### src/rtl/sound_pkg.sv
// Shared register map, status bit positions and NMI state type for the
// 68k <-> 6502 sound mailbox.
package sound_pkg;

  localparam logic [1:0] MBX_DATA  = 2'd0;
  localparam logic [1:0] MBX_STAT  = 2'd1;
  localparam logic [1:0] MBX_CLR   = 2'd2;
  localparam logic [1:0] MBX_FLUSH = 2'd3;

  // Status bit positions; MBX_CLR write data uses the same positions for the flags.
  localparam int ST_M2S_NE   = 0;
  localparam int ST_S2M_FULL = 1;
  localparam int ST_OVF_M2S  = 2;
  localparam int ST_OVF_S2M  = 3;

  typedef enum logic {
    IDLE  = 1'b0,
    PULSE = 1'b1
  } nmi_state_t;

endpackage

### src/rtl/mailbox_fifo.sv
// Small synchronous FIFO with a registered head word (0 when empty), flush,
// and an overflow pulse for pushes rejected because the FIFO is full.
module mailbox_fifo #(
  parameter int WIDTH = 8,
  parameter int DEPTH = 4
) (
  input  logic             clk,
  input  logic             rst_b,
  input  logic             i_push,
  input  logic             i_pop,
  input  logic             i_flush,
  input  logic [WIDTH-1:0] i_din,
  output logic [WIDTH-1:0] o_head,
  output logic             o_full,
  output logic             o_empty,
  output logic             o_overflow
);

  localparam int AW = $clog2(DEPTH);
  localparam logic [AW:0] PTR_ONE = {{AW{1'b0}}, 1'b1};

  logic [WIDTH-1:0] r_mem [DEPTH];
  logic [AW:0]      r_wr_ptr;
  logic [AW:0]      r_rd_ptr;
  logic [AW:0]      w_wr_ptr_next;
  logic [AW:0]      w_rd_ptr_next;
  logic [WIDTH-1:0] r_head;
  logic [WIDTH-1:0] w_head_next;
  logic             w_do_push;
  logic             w_do_pop;

  assign o_empty    = (r_wr_ptr == r_rd_ptr);
  assign o_full     = (r_wr_ptr[AW] != r_rd_ptr[AW]) &&
                      (r_wr_ptr[AW-1:0] == r_rd_ptr[AW-1:0]);
  assign w_do_pop   = i_pop && !o_empty && !i_flush;
  assign w_do_push  = i_push && (!o_full || w_do_pop) && !i_flush;
  assign o_overflow = i_push && o_full && !w_do_pop && !i_flush;
  assign o_head     = r_head;

  always_comb begin
    w_wr_ptr_next = r_wr_ptr;
    w_rd_ptr_next = r_rd_ptr;
    w_head_next   = '0;
    if (i_flush) begin
      w_wr_ptr_next = '0;
      w_rd_ptr_next = '0;
    end else begin
      if (w_do_push) w_wr_ptr_next = r_wr_ptr + PTR_ONE;
      if (w_do_pop)  w_rd_ptr_next = r_rd_ptr + PTR_ONE;
    end
    // The new head may be the word being written this very cycle.
    if (w_wr_ptr_next != w_rd_ptr_next) begin
      if (w_do_push && (w_rd_ptr_next[AW-1:0] == r_wr_ptr[AW-1:0]))
        w_head_next = i_din;
      else
        w_head_next = r_mem[w_rd_ptr_next[AW-1:0]];
    end
  end

  always_ff @(posedge clk) begin
    if (w_do_push) r_mem[r_wr_ptr[AW-1:0]] <= i_din;
  end

  always_ff @(posedge clk or negedge rst_b) begin
    if (!rst_b) begin
      r_wr_ptr <= '0;
      r_rd_ptr <= '0;
      r_head   <= '0;
    end else begin
      r_wr_ptr <= w_wr_ptr_next;
      r_rd_ptr <= w_rd_ptr_next;
      r_head   <= w_head_next;
    end
  end

endmodule

### src/rtl/sound_mailbox.sv
// Bidirectional 68k <-> 6502 mailbox: command FIFO towards the sound CPU, response
// FIFO back to the main CPU, edge-qualified strobes, sticky overflow flags and NMI.
module sound_mailbox
  import sound_pkg::*;
#(
  parameter int DATA_W    = 8,
  parameter int M2S_DEPTH = 4,
  parameter int S2M_DEPTH = 4,
  parameter int NMI_LEN   = 4
) (
  input  logic              clk,
  input  logic              rst_b,
  input  logic              main_wr_b,
  input  logic              main_rd_b,
  input  logic [DATA_W-1:0] main_din,
  output logic [DATA_W-1:0] main_dout,
  output logic              main_irq_b,
  output logic              main_full,
  input  logic              snd_cs_b,
  input  logic              snd_wr_b,
  input  logic              snd_rd_b,
  input  logic [1:0]        snd_a,
  input  logic [DATA_W-1:0] snd_din,
  output logic [DATA_W-1:0] snd_dout,
  output logic              snd_nmi_b
);

  localparam int CW = $clog2(NMI_LEN + 1);
  localparam logic [CW-1:0] NMI_LOAD = CW'(NMI_LEN);
  localparam logic [CW-1:0] CNT_ONE  = CW'(1);

  logic r_main_wr_prev, r_main_rd_prev, r_snd_wr_prev, r_snd_rd_prev;
  logic w_main_wr_fire, w_main_rd_fire, w_snd_wr_fire, w_snd_rd_fire;
  logic w_flush, w_m2s_pop, w_s2m_push, w_m2s_accept;

  logic [DATA_W-1:0] w_m2s_head, w_s2m_head, w_status;
  logic w_m2s_full, w_m2s_empty, w_m2s_ovf;
  logic w_s2m_full, w_s2m_empty, w_s2m_ovf;
  logic r_ovf_m2s, r_ovf_s2m;
  logic [DATA_W-1:0] r_snd_dout;

  nmi_state_t r_state, w_state_next;
  logic [CW-1:0] r_nmi_cnt, w_nmi_cnt_next;
  logic w_nmi_b;

  // An access fires only on the first low cycle after the strobe was high.
  always_ff @(posedge clk or negedge rst_b) begin
    if (!rst_b) begin
      r_main_wr_prev <= 1'b1;
      r_main_rd_prev <= 1'b1;
      r_snd_wr_prev  <= 1'b1;
      r_snd_rd_prev  <= 1'b1;
    end else begin
      r_main_wr_prev <= main_wr_b;
      r_main_rd_prev <= main_rd_b;
      r_snd_wr_prev  <= snd_wr_b;
      r_snd_rd_prev  <= snd_rd_b;
    end
  end

  assign w_main_wr_fire = !main_wr_b && r_main_wr_prev;
  assign w_main_rd_fire = !main_rd_b && r_main_rd_prev;
  assign w_snd_wr_fire  = !snd_wr_b && r_snd_wr_prev && !snd_cs_b;
  assign w_snd_rd_fire  = !snd_rd_b && r_snd_rd_prev && !snd_cs_b;

  assign w_flush    = w_snd_wr_fire && (snd_a == MBX_FLUSH);
  assign w_m2s_pop  = w_snd_rd_fire && (snd_a == MBX_DATA);
  assign w_s2m_push = w_snd_wr_fire && (snd_a == MBX_DATA);
  // Any main write that neither overflowed nor lost to a flush was stored.
  assign w_m2s_accept = w_main_wr_fire && !w_m2s_ovf && !w_flush;

  mailbox_fifo #(.WIDTH(DATA_W), .DEPTH(M2S_DEPTH)) u_m2s (
    .clk        (clk),
    .rst_b      (rst_b),
    .i_push     (w_main_wr_fire),
    .i_pop      (w_m2s_pop),
    .i_flush    (w_flush),
    .i_din      (main_din),
    .o_head     (w_m2s_head),
    .o_full     (w_m2s_full),
    .o_empty    (w_m2s_empty),
    .o_overflow (w_m2s_ovf)
  );

  mailbox_fifo #(.WIDTH(DATA_W), .DEPTH(S2M_DEPTH)) u_s2m (
    .clk        (clk),
    .rst_b      (rst_b),
    .i_push     (w_s2m_push),
    .i_pop      (w_main_rd_fire),
    .i_flush    (w_flush),
    .i_din      (snd_din),
    .o_head     (w_s2m_head),
    .o_full     (w_s2m_full),
    .o_empty    (w_s2m_empty),
    .o_overflow (w_s2m_ovf)
  );

  assign main_dout  = w_s2m_head;
  assign main_irq_b = w_s2m_empty;
  assign main_full  = w_m2s_full;

  // A new overflow in the same cycle as a clear keeps the flag set.
  always_ff @(posedge clk or negedge rst_b) begin
    if (!rst_b) begin
      r_ovf_m2s <= 1'b0;
      r_ovf_s2m <= 1'b0;
    end else begin
      if (w_snd_wr_fire && (snd_a == MBX_CLR)) begin
        if (snd_din[ST_OVF_M2S]) r_ovf_m2s <= 1'b0;
        if (snd_din[ST_OVF_S2M]) r_ovf_s2m <= 1'b0;
      end
      if (w_m2s_ovf) r_ovf_m2s <= 1'b1;
      if (w_s2m_ovf) r_ovf_s2m <= 1'b1;
    end
  end

  always_comb begin
    w_status              = '0;
    w_status[ST_M2S_NE]   = !w_m2s_empty;
    w_status[ST_S2M_FULL] = w_s2m_full;
    w_status[ST_OVF_M2S]  = r_ovf_m2s;
    w_status[ST_OVF_S2M]  = r_ovf_s2m;
  end

  always_ff @(posedge clk or negedge rst_b) begin
    if (!rst_b) begin
      r_snd_dout <= '0;
    end else if (w_snd_rd_fire) begin
      case (snd_a)
        MBX_DATA: r_snd_dout <= w_m2s_head;
        MBX_STAT: r_snd_dout <= w_status;
        default:  r_snd_dout <= '0;
      endcase
    end
  end

  assign snd_dout = r_snd_dout;

  always_ff @(posedge clk or negedge rst_b) begin
    if (!rst_b) begin
      r_state   <= IDLE;
      r_nmi_cnt <= '0;
    end else begin
      r_state   <= w_state_next;
      r_nmi_cnt <= w_nmi_cnt_next;
    end
  end

  // Pushes arriving during a pulse are covered by it; the 6502 drains via status.
  always_comb begin
    w_state_next   = r_state;
    w_nmi_cnt_next = r_nmi_cnt;
    w_nmi_b        = 1'b1;
    case (r_state)
      IDLE: begin
        if (w_m2s_accept) begin
          w_state_next   = PULSE;
          w_nmi_cnt_next = NMI_LOAD;
        end
      end
      PULSE: begin
        w_nmi_b = 1'b0;
        if (r_nmi_cnt <= CNT_ONE) begin
          w_state_next   = IDLE;
          w_nmi_cnt_next = '0;
        end else begin
          w_nmi_cnt_next = r_nmi_cnt - CNT_ONE;
        end
      end
      default: begin
        w_state_next   = IDLE;
        w_nmi_cnt_next = '0;
      end
    endcase
  end

  assign snd_nmi_b = w_nmi_b;

endmodule

### config.mk
export PLATFORM = sky130hd
export DESIGN_NAME = sound_mailbox
export DESIGN_NICKNAME = d
export VERILOG_FILES = /design/src/rtl/sound_pkg.sv /design/src/rtl/mailbox_fifo.sv /design/src/rtl/sound_mailbox.sv
export SDC_FILE = /design/constraint.sdc
export NUM_CORES = 1
export LEC_CHECK = 0
export ABC_AREA = 0
export ABC_CLOCK_PERIOD_IN_PS = 3800
export CAP_MARGIN = 20
export CORE_ASPECT_RATIO = 1.75
export CORE_MARGIN = 1.5
export CORE_UTILIZATION = 30
export CTS_CLUSTER_SIZE = 8
export DETAILED_ROUTE_END_ITERATION = 16
export PLACE_DENSITY = 0.53
export SETUP_SLACK_MARGIN = 0.02
export SYNTH_ARGS = -nofsm -noshare
export SYNTH_HDL_FRONTEND = slang
export SYNTH_SLANG_ARGS = --single-unit
### constraint.sdc
create_clock -name clk -period 3.8 [get_ports clk]
set_clock_uncertainty 0.2 [all_clocks]
set_input_delay 0.38 -clock clk [delete_from_list [all_inputs] [get_ports clk]]
set_output_delay 0.38 -clock clk [all_outputs]
set_load 0.02 [all_outputs]
==> summary.md, run 1 <==
| Metric | Value |
|---|---|
| Status | `completed` |
| Slowest CP cell | `or3b_2` |
| GRT Residual Overflow | `0` |
| WP buf/inv | `1` |
| Gr usage total | `0.127` |
| Max Buffers Root-to-Sink | `2` |
| Leakage power | `2.35 nW` |
| Largest net degree at the start of global routing | `44` |
| Nets@finish | `458` |
| Total chip power | `4.19 mW` |
| Layout fillers | `1,510` |
| Synth top area share | `0.391` |
| Syn_area_per_cell | `13.4 um^2` |
| Top post-synthesis cells by area | `edfxtp_1, dfrtp_1, mux2i_1` |
| Io pins | `44` |
| Core ar. | `0.0160 mm^2` |
| CTS H-tree lvls | `3` |
| CTS root buf | `clkbuf_16` |
| Crit path cell chain | `clkdlybuf4s50_1, or3b_2, nor3_1, and2_1, mux2_2, xnor2_1, o211a_1, nor2_1` |
| Routed WL | `10,400 um` |
| Antenna cells | `0` |
| Syn_nets | `404` |
| Setup violations, final | `0` |
| Crit share post-route | `0.794` |
| Post-synth EDFFs | `64` |
| Vias in the first global route | `3,218` |
| Hold Crit Class | `in -> async` |
| Yosys top cell by area | `edfxtp_1` |
| Dpl ws | `0.451 ns` |
| Post-CTS Setup Bufs | `0` |
| Hpwl dp | `7670 um` |
| Share of the yosys chip area belonging to registers | `0.626` |
| Hold Vio Cnt, Final | `0` |
| Vias/cell | `4.87` |
| Maximum Capacitance Violations | `0` |
| CP arrival | `3.04 ns` |
| Max-slew violations | `0` |
| RSZ-0062 raised after global routing | `false` |
| Yosys Warn Count | `0` |
| Synth Cell Area | `0.00492 mm^2` |
| FP Rows | `61` |
| Die Footprint | `0.0172 mm^2` |
| Crit path max fanout | `8` |
| Multi-input logic area | `0.00172 mm^2` |
| Synth unique cells | `49` |
| Crit-path leading delay family | `simple AND/OR/NAND/NOR gates` |
| Num CTS Buffers | `9` |
| DR WL/cell | `16.9 um` |
| CTS tree | `built` |
| Seq cells post-synth | `110` |
| Register area | `0.00308 mm^2` |
| Die W | `99.8 um` |
| Port Buffer Count | `43` |
| Die H | `172 um` |
| CP peak stage delay | `0.55 ns` |
| Critical path required time | `3.83 ns` |
| DR pass1 iterations | `4` |
| Worst VDD drop | `0.303 mV` |
| Antenna violations before repair | `0` |
| Setup crit end kind | `flip-flop` |
| Setup ws final | `0.783 ns` |
| Layout cells sized above 1 | `0.117` |
| Ys async rst share | `0.418` |
| Power Dens Cells | `709 mW/mm^2` |
| GPL Wtd Cong | `0.763` |
| Post-route antenna net violation count | `0` |
| Initial Utilization | `0.308` |
| Critical Path Start Type | `primary input` |
| Slew @ Worst Pin | `0.736 ns` |
| Clk slew on worst S/H paths | `0.07 ns` |
| P&R area growth vs syn | `20.3%` |
| Post-route DRC | `0` |
| Via count | `3,000` |
| Setup_tns | `0 ns` |
| Most common flop cell mapped by yosys | `edfxtp_1` |
| Clock latency on the worst-skew pair | `0.35 ns` |
| Reg2reg setup slack | `0.82 ns` |
| # clock sinks | `110` |
| Fmax | `332 MHz` |
| Critical setup path kind | `in -> reg` |
| Wire length of the first global-routing pass | `16,500 um` |
| Mapped Cells | `368` |
| Relative slew slack | `0.508` |
| Drt initial violations | `140` |
| Final min period | `3.02 ns` |
-- synth_stat cells, drive strengths merged, types with 4 or more instances --
library cell / n
a211oi: 9
nor2: 35
o31ai: 6
edfxtp: 64
buf: 11
xnor2: 18
a32oi: 8
nor3: 5
dfstp: 4
mux2i: 46
inv: 12
ha: 11
nand3: 11
and3: 4
nand2: 16
dfrtp: 42
clkbuf: 5
a22o: 4
o21ai: 23
and2: 4
xor2: 6
-- repair_timing --
| item | CTS | global route |
|---|---|---|
| endpoints found under the hold margin | 3 | 0 |
| gates resized for setup | 0 | 0 |
| hold buffers | 1 | 0 |
-- flip-flops by register name, summed over array words and instances, names as in the netlist --
signal          flops
r_main_rd_prev      1
r_main_wr_prev      1
r_nmi_cnt           3
r_ovf_m2s           1
r_ovf_s2m           1
r_snd_rd_prev       1
r_snd_wr_prev       1
r_state             1
snd_dout            8
u_m2s.o_head        8
u_m2s.r_mem        32
u_m2s.r_rd_ptr      3
u_m2s.r_wr_ptr      3
u_s2m.o_head        8
u_s2m.r_mem        32
u_s2m.r_rd_ptr      3
u_s2m.r_wr_ptr      3
-- worst paths after layout --
kind	start	end	cells past startpoint
min in group clk	main_rd_b	r_main_rd_prev$_DFF_PN1_	1
max	snd_cs_b	u_s2m.o_head[5]$_DFF_PN0_	8
min	rst_b	u_s2m.o_head[6]$_DFF_PN0_	2
max reg2reg	r_snd_wr_prev$_DFF_PN1_	u_s2m.o_head[5]$_DFF_PN0_	7
min reg2reg	u_m2s.o_head[7]$_DFF_PN0_	snd_dout[7]$_DFFE_PN0N_	1
max in group asynchronous	rst_b	snd_dout[4]$_DFFE_PN0N_	3
-- metrics by stage --
step                      utilization  instances  hold WS [ns]  area (um^2)
final                           0.371        616         0.156         5910
after global placement          0.352        599       -0.0172         5610
after global routing            0.371        616         0.158         5910
after CTS                       0.371        616         0.149         5910
after floorplan                     -        368        -0.116         4920
after detailed placement        0.352        599      -0.00870         5610
-- cell usage in the layout (no fill, tap or decap), types with 5 or more instances in the layout --
cell	count
nor2_1	33
inv_1	11
ha_1	11
clkdlybuf4s50_1	42
mux2i_1	46
dfrtp_1	42
nand3_1	11
nand2_1	16
o31ai_1	6
clkbuf_16	9
edfxtp_1	64
a211oi_1	9
o21ai_0	23
a32oi_1	8
xor2_1	5
buf_4	15
xnor2_1	17
-- metal layers --
metal,global-route usage,up-vias,wire length (um)
met5,0,-,0
met4,0.0533,0,228
met3,0.0214,18,320
met2,0.242,54,5790
met1,0.137,1473,4070
li1,-,1455,-
-- area by class of cell --
type | count | area share
Inverter | 12 | 0.00762
Clock buffer | 10 | 0.0387
Tap cell | 189 | 0.0400
Clock inverter | 6 | 0.0106
Timing Repair Buffer | 59 | 0.0927
Sequential cell | 110 | 0.520
Multi-Input combinational cell | 230 | 0.290
-- cell families after synthesis --
kind of cell,synth area share
flip-flops,0.626
buffers and inverters,0.0267
AO/OA/AOI/OAI,0.0949
AND/OR/NAND/NOR,0.0825
adder cells (fa/ha/maj),0.0280
XOR/XNOR,0.0458
multiplexers,0.0960
-- report_power, final --
| group | internal, mW | switching, mW |
|---|---|---|
| Sequential | 1.50 | 0.163 |
| Combinational | 0.712 | 0.907 |
| Clock | 0.463 | 0.449 |
(Power assumes the default switching activity.)
==> run 2, diff against run 1 <==
--- a/config.mk
+++ b/config.mk
@@ -6,7 +6,7 @@
 export NUM_CORES = 1
 export LEC_CHECK = 0
 export ABC_AREA = 0
-export ABC_CLOCK_PERIOD_IN_PS = 3800
+export ABC_CLOCK_PERIOD_IN_PS = 2960
 export CAP_MARGIN = 20
 export CORE_ASPECT_RATIO = 1.75
 export CORE_MARGIN = 1.5
==> constraint.sdc (replaced) <==
create_clock -name clk -period 2.96 [get_ports clk]
set_clock_uncertainty 0.2 [all_clocks]
set_input_delay 0.296 -clock clk [delete_from_list [all_inputs] [get_ports clk]]
set_output_delay 0.296 -clock clk [all_outputs]
set_load 0.02 [all_outputs]
==> summary.md, run 2 (synthesized netlist as in run 1, its figures left out) <==
| Metric | Value |
|---|---|
| Status | `completed` |
| Vias/cell | `4.93 (+1.2%)` |
| Worst VDD drop | `0.365 mV (+20%)` |
| Clock latency on the worst-skew pair | `0.35 ns (about the same)` |
| Antenna cells | `0 (unchanged)` |
| Relative slew slack | `0.645 (+0.137)` |
| # clock sinks | `110 (unchanged)` |
| Crit share post-route | `0.925` |
| Sw Ratio | `0.358 (-0.00387)` |
| Nets@finish | `477 (+4.1%)` |
| WP buf/inv | `0 (-1)` |
| Maximum Capacitance Violations | `0 (unchanged)` |
| Worst path most repeated cell | `xnor2_1` |
| Hpwl dp | `8070 um (+5.2%)` |
| Core ar. | `0.0160 mm^2 (unchanged)` |
| P_sw | `2.00 mW (+31%)` |
| Critical Path Start Type | `flip-flop` |
| Met3 usage | `0.0267 (+0.00525)` |
| DR pass1 iterations | `6 (+2)` |
| Fmax | `365 MHz` |
| Initial Utilization | `0.308 (unchanged)` |
| Worst hold start | `main_rd_b` |
| Via count | `3,130 (+4.3%)` |
| Crit-path leading delay family | `compound AO/OA/AOI/OAI gates` |
| Dpl ws | `-0.0908 ns (-0.541 ns)` |
| Inst Count DP | `618 (+3.2%)` |
| Crit path max fanout | `8 (unchanged)` |
| Critical path required time | `3.00 ns (-0.83 ns)` |
| Clk slew on worst S/H paths | `0.08 ns (about the same)` |
| Antenna violations before repair | `0 (unchanged)` |
| Max Buffers Root-to-Sink | `2 (unchanged)` |
| Wire length of the first global-routing pass | `17,300 um (+4.3%)` |
| Worst Reg2Reg Path Length in Cells | `7 (unchanged)` |
| Io pins | `44 (unchanged)` |
| Post-route antenna net violation count | `0 (unchanged)` |
| Die W | `99.8 um (unchanged)` |
| P&R area growth vs syn | `24.2%` |
| CP peak stage delay | `0.52 ns (-0.03 ns)` |
| Routed WL | `11,100 um (+6.5%)` |
| Setup violations, final | `0 (unchanged)` |
| Max-slew violations | `0 (unchanged)` |
| Port Buffer Count | `43 (unchanged)` |
| Post-CTS Setup Bufs | `0 (unchanged)` |
| Largest net degree at the start of global routing | `29 (-34%)` |
| RSZ-0062 raised after global routing | `false` |
| # hold bufs at CTS | `1 (unchanged)` |
| Die Footprint | `0.0172 mm^2 (unchanged)` |
| CTS H-tree lvls | `3 (unchanged)` |
| CTS root buf | `clkbuf_16` |
| Die H | `172 um (unchanged)` |
| Slew @ Worst Pin | `0.533 ns (-0.203 ns)` |
| Final min period | `2.74 ns` |
| CTS tree | `built` |
| Commonest cells after routing, fill and taps aside | `edfxtp_1, mux2i_1, clkdlybuf4s50_1, dfrtp_1, nor2_1` |
| CP arrival | `2.78 ns (-0.26 ns)` |
| Most common cell after layout, fill and taps aside | `edfxtp_1` |
| Clock network power share | `0.226 (+0.009)` |
| Layout fillers | `1,543 (+2.2%)` |
| Setup ws final | `0.223 ns (-0.561 ns)` |
| Reg power frac | `0.378 (-0.019)` |
| Hold Crit Class | `in -> reg` |
| Power Dens Cells | `913 mW/mm^2 (+29%)` |
| RR Endpoint | `u_m2s.o_head[3]$_DFF_PN0_` |
| Num CTS Buffers | `9 (unchanged)` |
| Post_cts resized | `0 (unchanged)` |
| Slowest CP cell | `dfstp_2` |
| Critical setup path kind | `reg -> reg` |
| Final std cells w/o fill | `635 (+3.1%)` |
| GPL Wtd Cong | `0.771 (+1.1%)` |
| Post-route DRC | `0 (unchanged)` |
| Internal Pwr Total | `3.58 mW (+34%)` |
| Leakage power | `2.47 nW (+5.1%)` |
| GR Layer Usage met1 | `0.138 (+0.000428)` |
| Combinational share of power | `0.396 (+0.010)` |
| Layout cells sized above 1 | `0.155 (+0.0376)` |
| Hold Vio Cnt, Final | `0 (unchanged)` |
| Hold endpoint | `r_main_rd_prev$_DFF_PN1_` |
| Vias in the first global route | `3,326 (+3.4%)` |
| FP Rows | `61 (unchanged)` |
| Hold depth | `1` |
| Final core occ | `0.383 (+0.0118)` |
| Worst r2r src | `r_snd_wr_prev$_DFF_PN1_` |
| Total chip power | `5.57 mW (+33%)` |
| Crit path cell chain | `or3b_2, o21ai_0, a211oi_1, xnor2_1, xnor2_1, a31o_2, nor2_1` |
| GRT Residual Overflow | `0 (unchanged)` |
| Drt initial violations | `97 (-31%)` |
| Gr usage total | `0.134 (+0.00682)` |
| Met2 Use GR | `0.259 (+0.0177)` |
| Reg2reg setup slack | `0.22 ns (-0.60 ns)` |
| DR WL/cell | `17.4 um (+3.3%)` |
| Setup crit end kind | `flip-flop` |
| Gr busiest metal | `met2` |
-- run 2: area by class of cell --
cell class,instances,area (um^2),share of cell area
sequential,110,3080,0.504
clock inverter,7,87.6,0.0144
inverter,12,45.0,0.00738
clock buffer,9,225,0.0369
tap,189,236,0.0387
multi-input combinational,230,1720,0.281
timing repair buffer,78,716,0.117
-- run 2: power by group through the flow --
| stage | Clock [mW] | Sequential, mW | Combinational, mW |
|---|---|---|---|
| global route | 1.36 | 2.14 | 2.43 |
| floorplan | 0 | 2.20 | 1.40 |
| CTS | 1.31 | 2.11 | 2.25 |
| detailed placement | 0 | 2.14 | 2.24 |
| finish | 1.26 | 2.11 | 2.21 |
| global placement | 0 | 2.13 | 2.19 |
-- run 2: how the worst max path moves through the flow --
stage | start | endpoint | slack (ns) | depth (start not counted)
5_1_grt | r_snd_wr_prev$_DFF_PN1_ | u_s2m.o_head[2]$_DFF_PN0_ | 0.05 | 7
3_5_place_dp | snd_cs_b | u_m2s.o_head[3]$_DFF_PN0_ | -0.09 | 8
4_1_cts | r_snd_wr_prev$_DFF_PN1_ | u_m2s.o_head[3]$_DFF_PN0_ | 0.18 | 7
3_3_place_gp | snd_cs_b | u_m2s.o_head[5]$_DFF_PN0_ | -0.09 | 8
6_report | r_snd_wr_prev$_DFF_PN1_ | u_m2s.o_head[3]$_DFF_PN0_ | 0.22 | 7
2_1_floorplan | r_snd_rd_prev$_DFF_PN1_ | u_m2s.o_head[0]$_DFF_PN0_ | 0.13 | 7
-- run 2: per-stage QoR --
stage | area (um^2) | hold slack (ns) | TNS (ns)
2_1_floorplan | 4920 | -0.200 | 0
3_3_place_gp | 5780 | 0.0966 | -0.699
3_5_place_dp | 5780 | 0.113 | -0.810
4_1_cts | 6100 | 0.154 | 0
5_1_grt | 6100 | 0.166 | 0
6_report | 6100 | 0.163 | 0
-- run 2: routing by layer --
layer / up-vias / routed length, um
met4: 0 / 257
met2: 60 / 6250
met1: 1556 / 4240
met3: 19 / 338
met5: - / 0
li1: 1495 / -
==> run 3, diff against run 2 <==
--- a/config.mk
+++ b/config.mk
@@ -9,10 +9,10 @@
 export ABC_CLOCK_PERIOD_IN_PS = 2960
 export CAP_MARGIN = 20
 export CORE_ASPECT_RATIO = 1.75
-export CORE_MARGIN = 1.5
 export CORE_UTILIZATION = 30
 export CTS_CLUSTER_SIZE = 8
 export DETAILED_ROUTE_END_ITERATION = 16
+export HOLD_SLACK_MARGIN = 0.02
 export PLACE_DENSITY = 0.53
 export SETUP_SLACK_MARGIN = 0.02
 export SYNTH_ARGS = -nofsm -noshare
==> summary.md, run 3 (synthesized netlist as in run 1, its figures left out) <==
| Metric | Value |
|---|---|
| Status | `completed` |
| Vias/cell | `4.86 (-1.5%)` |
| Antenna violations before repair | `0 (unchanged)` |
| Max-slew violations | `0 (unchanged)` |
| Wire length of the first global-routing pass | `17,100 um (-0.60%)` |
| Drt initial violations | `86 (-11%)` |
| Register area | `0.00308 mm^2 (unchanged)` |
| Slew @ Worst Pin | `0.623 ns (+0.0907 ns)` |
| RSZ-0062 raised after global routing | `false` |
| Most common cell after layout, fill and taps aside | `edfxtp_1` |
| CTS tree | `built` |
| Crit share post-route | `0.907 (-0.0179)` |
| Hpwl dp | `7900 um (-2.2%)` |
| Inst Count DP | `618 (unchanged)` |
| Critical path required time | `2.99 ns (about the same)` |
| Critical Path Start Type | `flip-flop` |
| DR WL/cell | `16.7 um (-4.1%)` |
| Fmax | `373 MHz (+2.0%)` |
| Hold Crit Class | `in -> reg` |
| Critical setup path kind | `reg -> reg` |
| Routed WL | `10,600 um (-4.1%)` |
| Antenna cells | `0 (unchanged)` |
| Relative slew slack | `0.585 (-0.0605)` |
| Commonest cells after routing, fill and taps aside | `edfxtp_1, mux2i_1, clkdlybuf4s50_1, dfrtp_1` |
| GPL Wtd Cong | `0.776 (+0.71%)` |
| FP Rows | `61 (unchanged)` |
| DR pass1 iterations | `4 (-2)` |
| Final core occ | `0.382 (-0.000392)` |
| Power Dens Cells | `900 mW/mm^2 (-1.4%)` |
| Maximum Capacitance Violations | `0 (unchanged)` |
| Final std cells w/o fill | `635 (unchanged)` |
| Via count | `3,083 (-1.5%)` |
| CP arrival | `2.71 ns (-0.07 ns)` |
| Gr usage total | `0.134 (about the same)` |
| Total chip power | `5.49 mW (-1.5%)` |
| Worst VDD drop | `0.347 mV (-5.0%)` |
| Core ar. | `0.0160 mm^2 (unchanged)` |
| Worst hold margin | `0.171 ns (+0.00768 ns)` |
| Vias in the first global route | `3,288 (-1.1%)` |
| Leakage power | `2.46 nW (-0.43%)` |
| Setup_tns | `0 ns (unchanged)` |
| GRT Residual Overflow | `0 (unchanged)` |
| Port Buffer Count | `43 (unchanged)` |
| Multi-input logic area | `0.00172 mm^2 (+0.44%)` |
| Largest net degree at the start of global routing | `47 (+62%)` |
| Io pins | `44 (unchanged)` |
| Die W | `98.8 um (-1.0%)` |
| Clock latency on the worst-skew pair | `0.35 ns (about the same)` |
| # clock sinks | `110 (unchanged)` |
| Post-route DRC | `0 (unchanged)` |
| Clk slew on worst S/H paths | `0.08 ns (about the same)` |
| Max Buffers Root-to-Sink | `2 (unchanged)` |
| Nets@finish | `477 (unchanged)` |
| Setup crit end kind | `flip-flop` |
| Die H | `171 um (-0.58%)` |
| CTS H-tree lvls | `3 (unchanged)` |
| Setup violations, final | `0 (unchanged)` |
| P&R area growth vs syn | `24.0%` |
| CTS root buf | `clkbuf_16` |
| Hold Vio Cnt, Final | `0 (unchanged)` |
| Layout cells sized above 1 | `0.161 (+0.00673)` |
| Crit path max fanout | `8 (unchanged)` |
| Post-route antenna net violation count | `0 (unchanged)` |
| Initial Utilization | `0.308 (unchanged)` |
| Num CTS Buffers | `9 (unchanged)` |
| Final min period | `2.68 ns (-0.0528 ns)` |
| Die Footprint | `0.0169 mm^2 (-1.6%)` |
| Layout fillers | `1,546 (+0.19%)` |
[run 3: path summary, 6_finish.rpt]
kind / endpoint / slack (ns) / depth (start not counted) / startpoint
setup reg to reg: u_s2m.o_head[0]$_DFF_PN0_ / 0.28 / 7 / r_snd_wr_prev$_DFF_PN1_
hold reg to reg: snd_dout[7]$_DFFE_PN0N_ / 0.28 / 1 / u_m2s.o_head[7]$_DFF_PN0_
max in group asynchronous: r_ovf_s2m$_DFFE_PN0P_ / 1.76 / 3 / rst_b
setup / recovery: u_s2m.o_head[0]$_DFF_PN0_ / 0.28 / 7 / r_snd_wr_prev$_DFF_PN1_
hold / removal: r_main_rd_prev$_DFF_PN1_ / 0.17 / 1 / main_rd_b
min in group asynchronous: u_s2m.o_head[6]$_DFF_PN0_ / 0.38 / 3 / rst_b
[run 3: what timing repair did]
action	4_1_cts	5_1_grt
endpoints found under the hold margin	42	0
buffers inserted	0	0
hold buffers	1	0
endpoints found under the setup margin	0	8
resized for setup	0	2
[run 3: stage by stage]
stage / worst slack, ns / instance area, um^2
3_3_place_gp: -0.0344 / 5770
5_1_grt: 0.0728 / 6100
6_report: 0.276 / 6100
4_1_cts: 0.171 / 6090
3_5_place_dp: -0.0963 / 5770
2_1_floorplan: 0.134 / 4920
[run 3: critical path: stages (launching register included)]
cell and delay (ns):
dfstp_2 0.52, or3b_2 0.50, nor3_1 0.25, and2_1 0.20, mux2_2 0.36, xnor2_1 0.15
o211a_2 0.31, nor2_1 0.08
[run 3: area by class of cell]
| cell class | instances | area share |
|---|---|---|
| flip-flops and latches | 110 | 0.505 |
| multi-input cells | 230 | 0.283 |
| repair buffers | 78 | 0.115 |
| well taps | 189 | 0.0388 |
| clock buffers | 9 | 0.0369 |
| clock inverters | 7 | 0.0142 |
| inverters | 12 | 0.00739 |
[run 3: layer usage]
metal  global-route usage  vias up  part of all wire
met4               0.0422        0            0.0099
met5                    0        -                 0
li1                     -     1499                 -
met3               0.0256        7             0.027
met2                0.268       64              0.58
met1                0.137     1513              0.38
[run 3: power breakdown]
| group | switching (mW) | total [mW] | internal, mW |
|---|---|---|---|
| logic | 1.16 | 2.12 | 0.957 |
| clock network | 0.613 | 1.22 | 0.611 |
| registers | 0.219 | 2.14 | 1.93 |
| total | 1.99 | 5.49 | 3.49 |
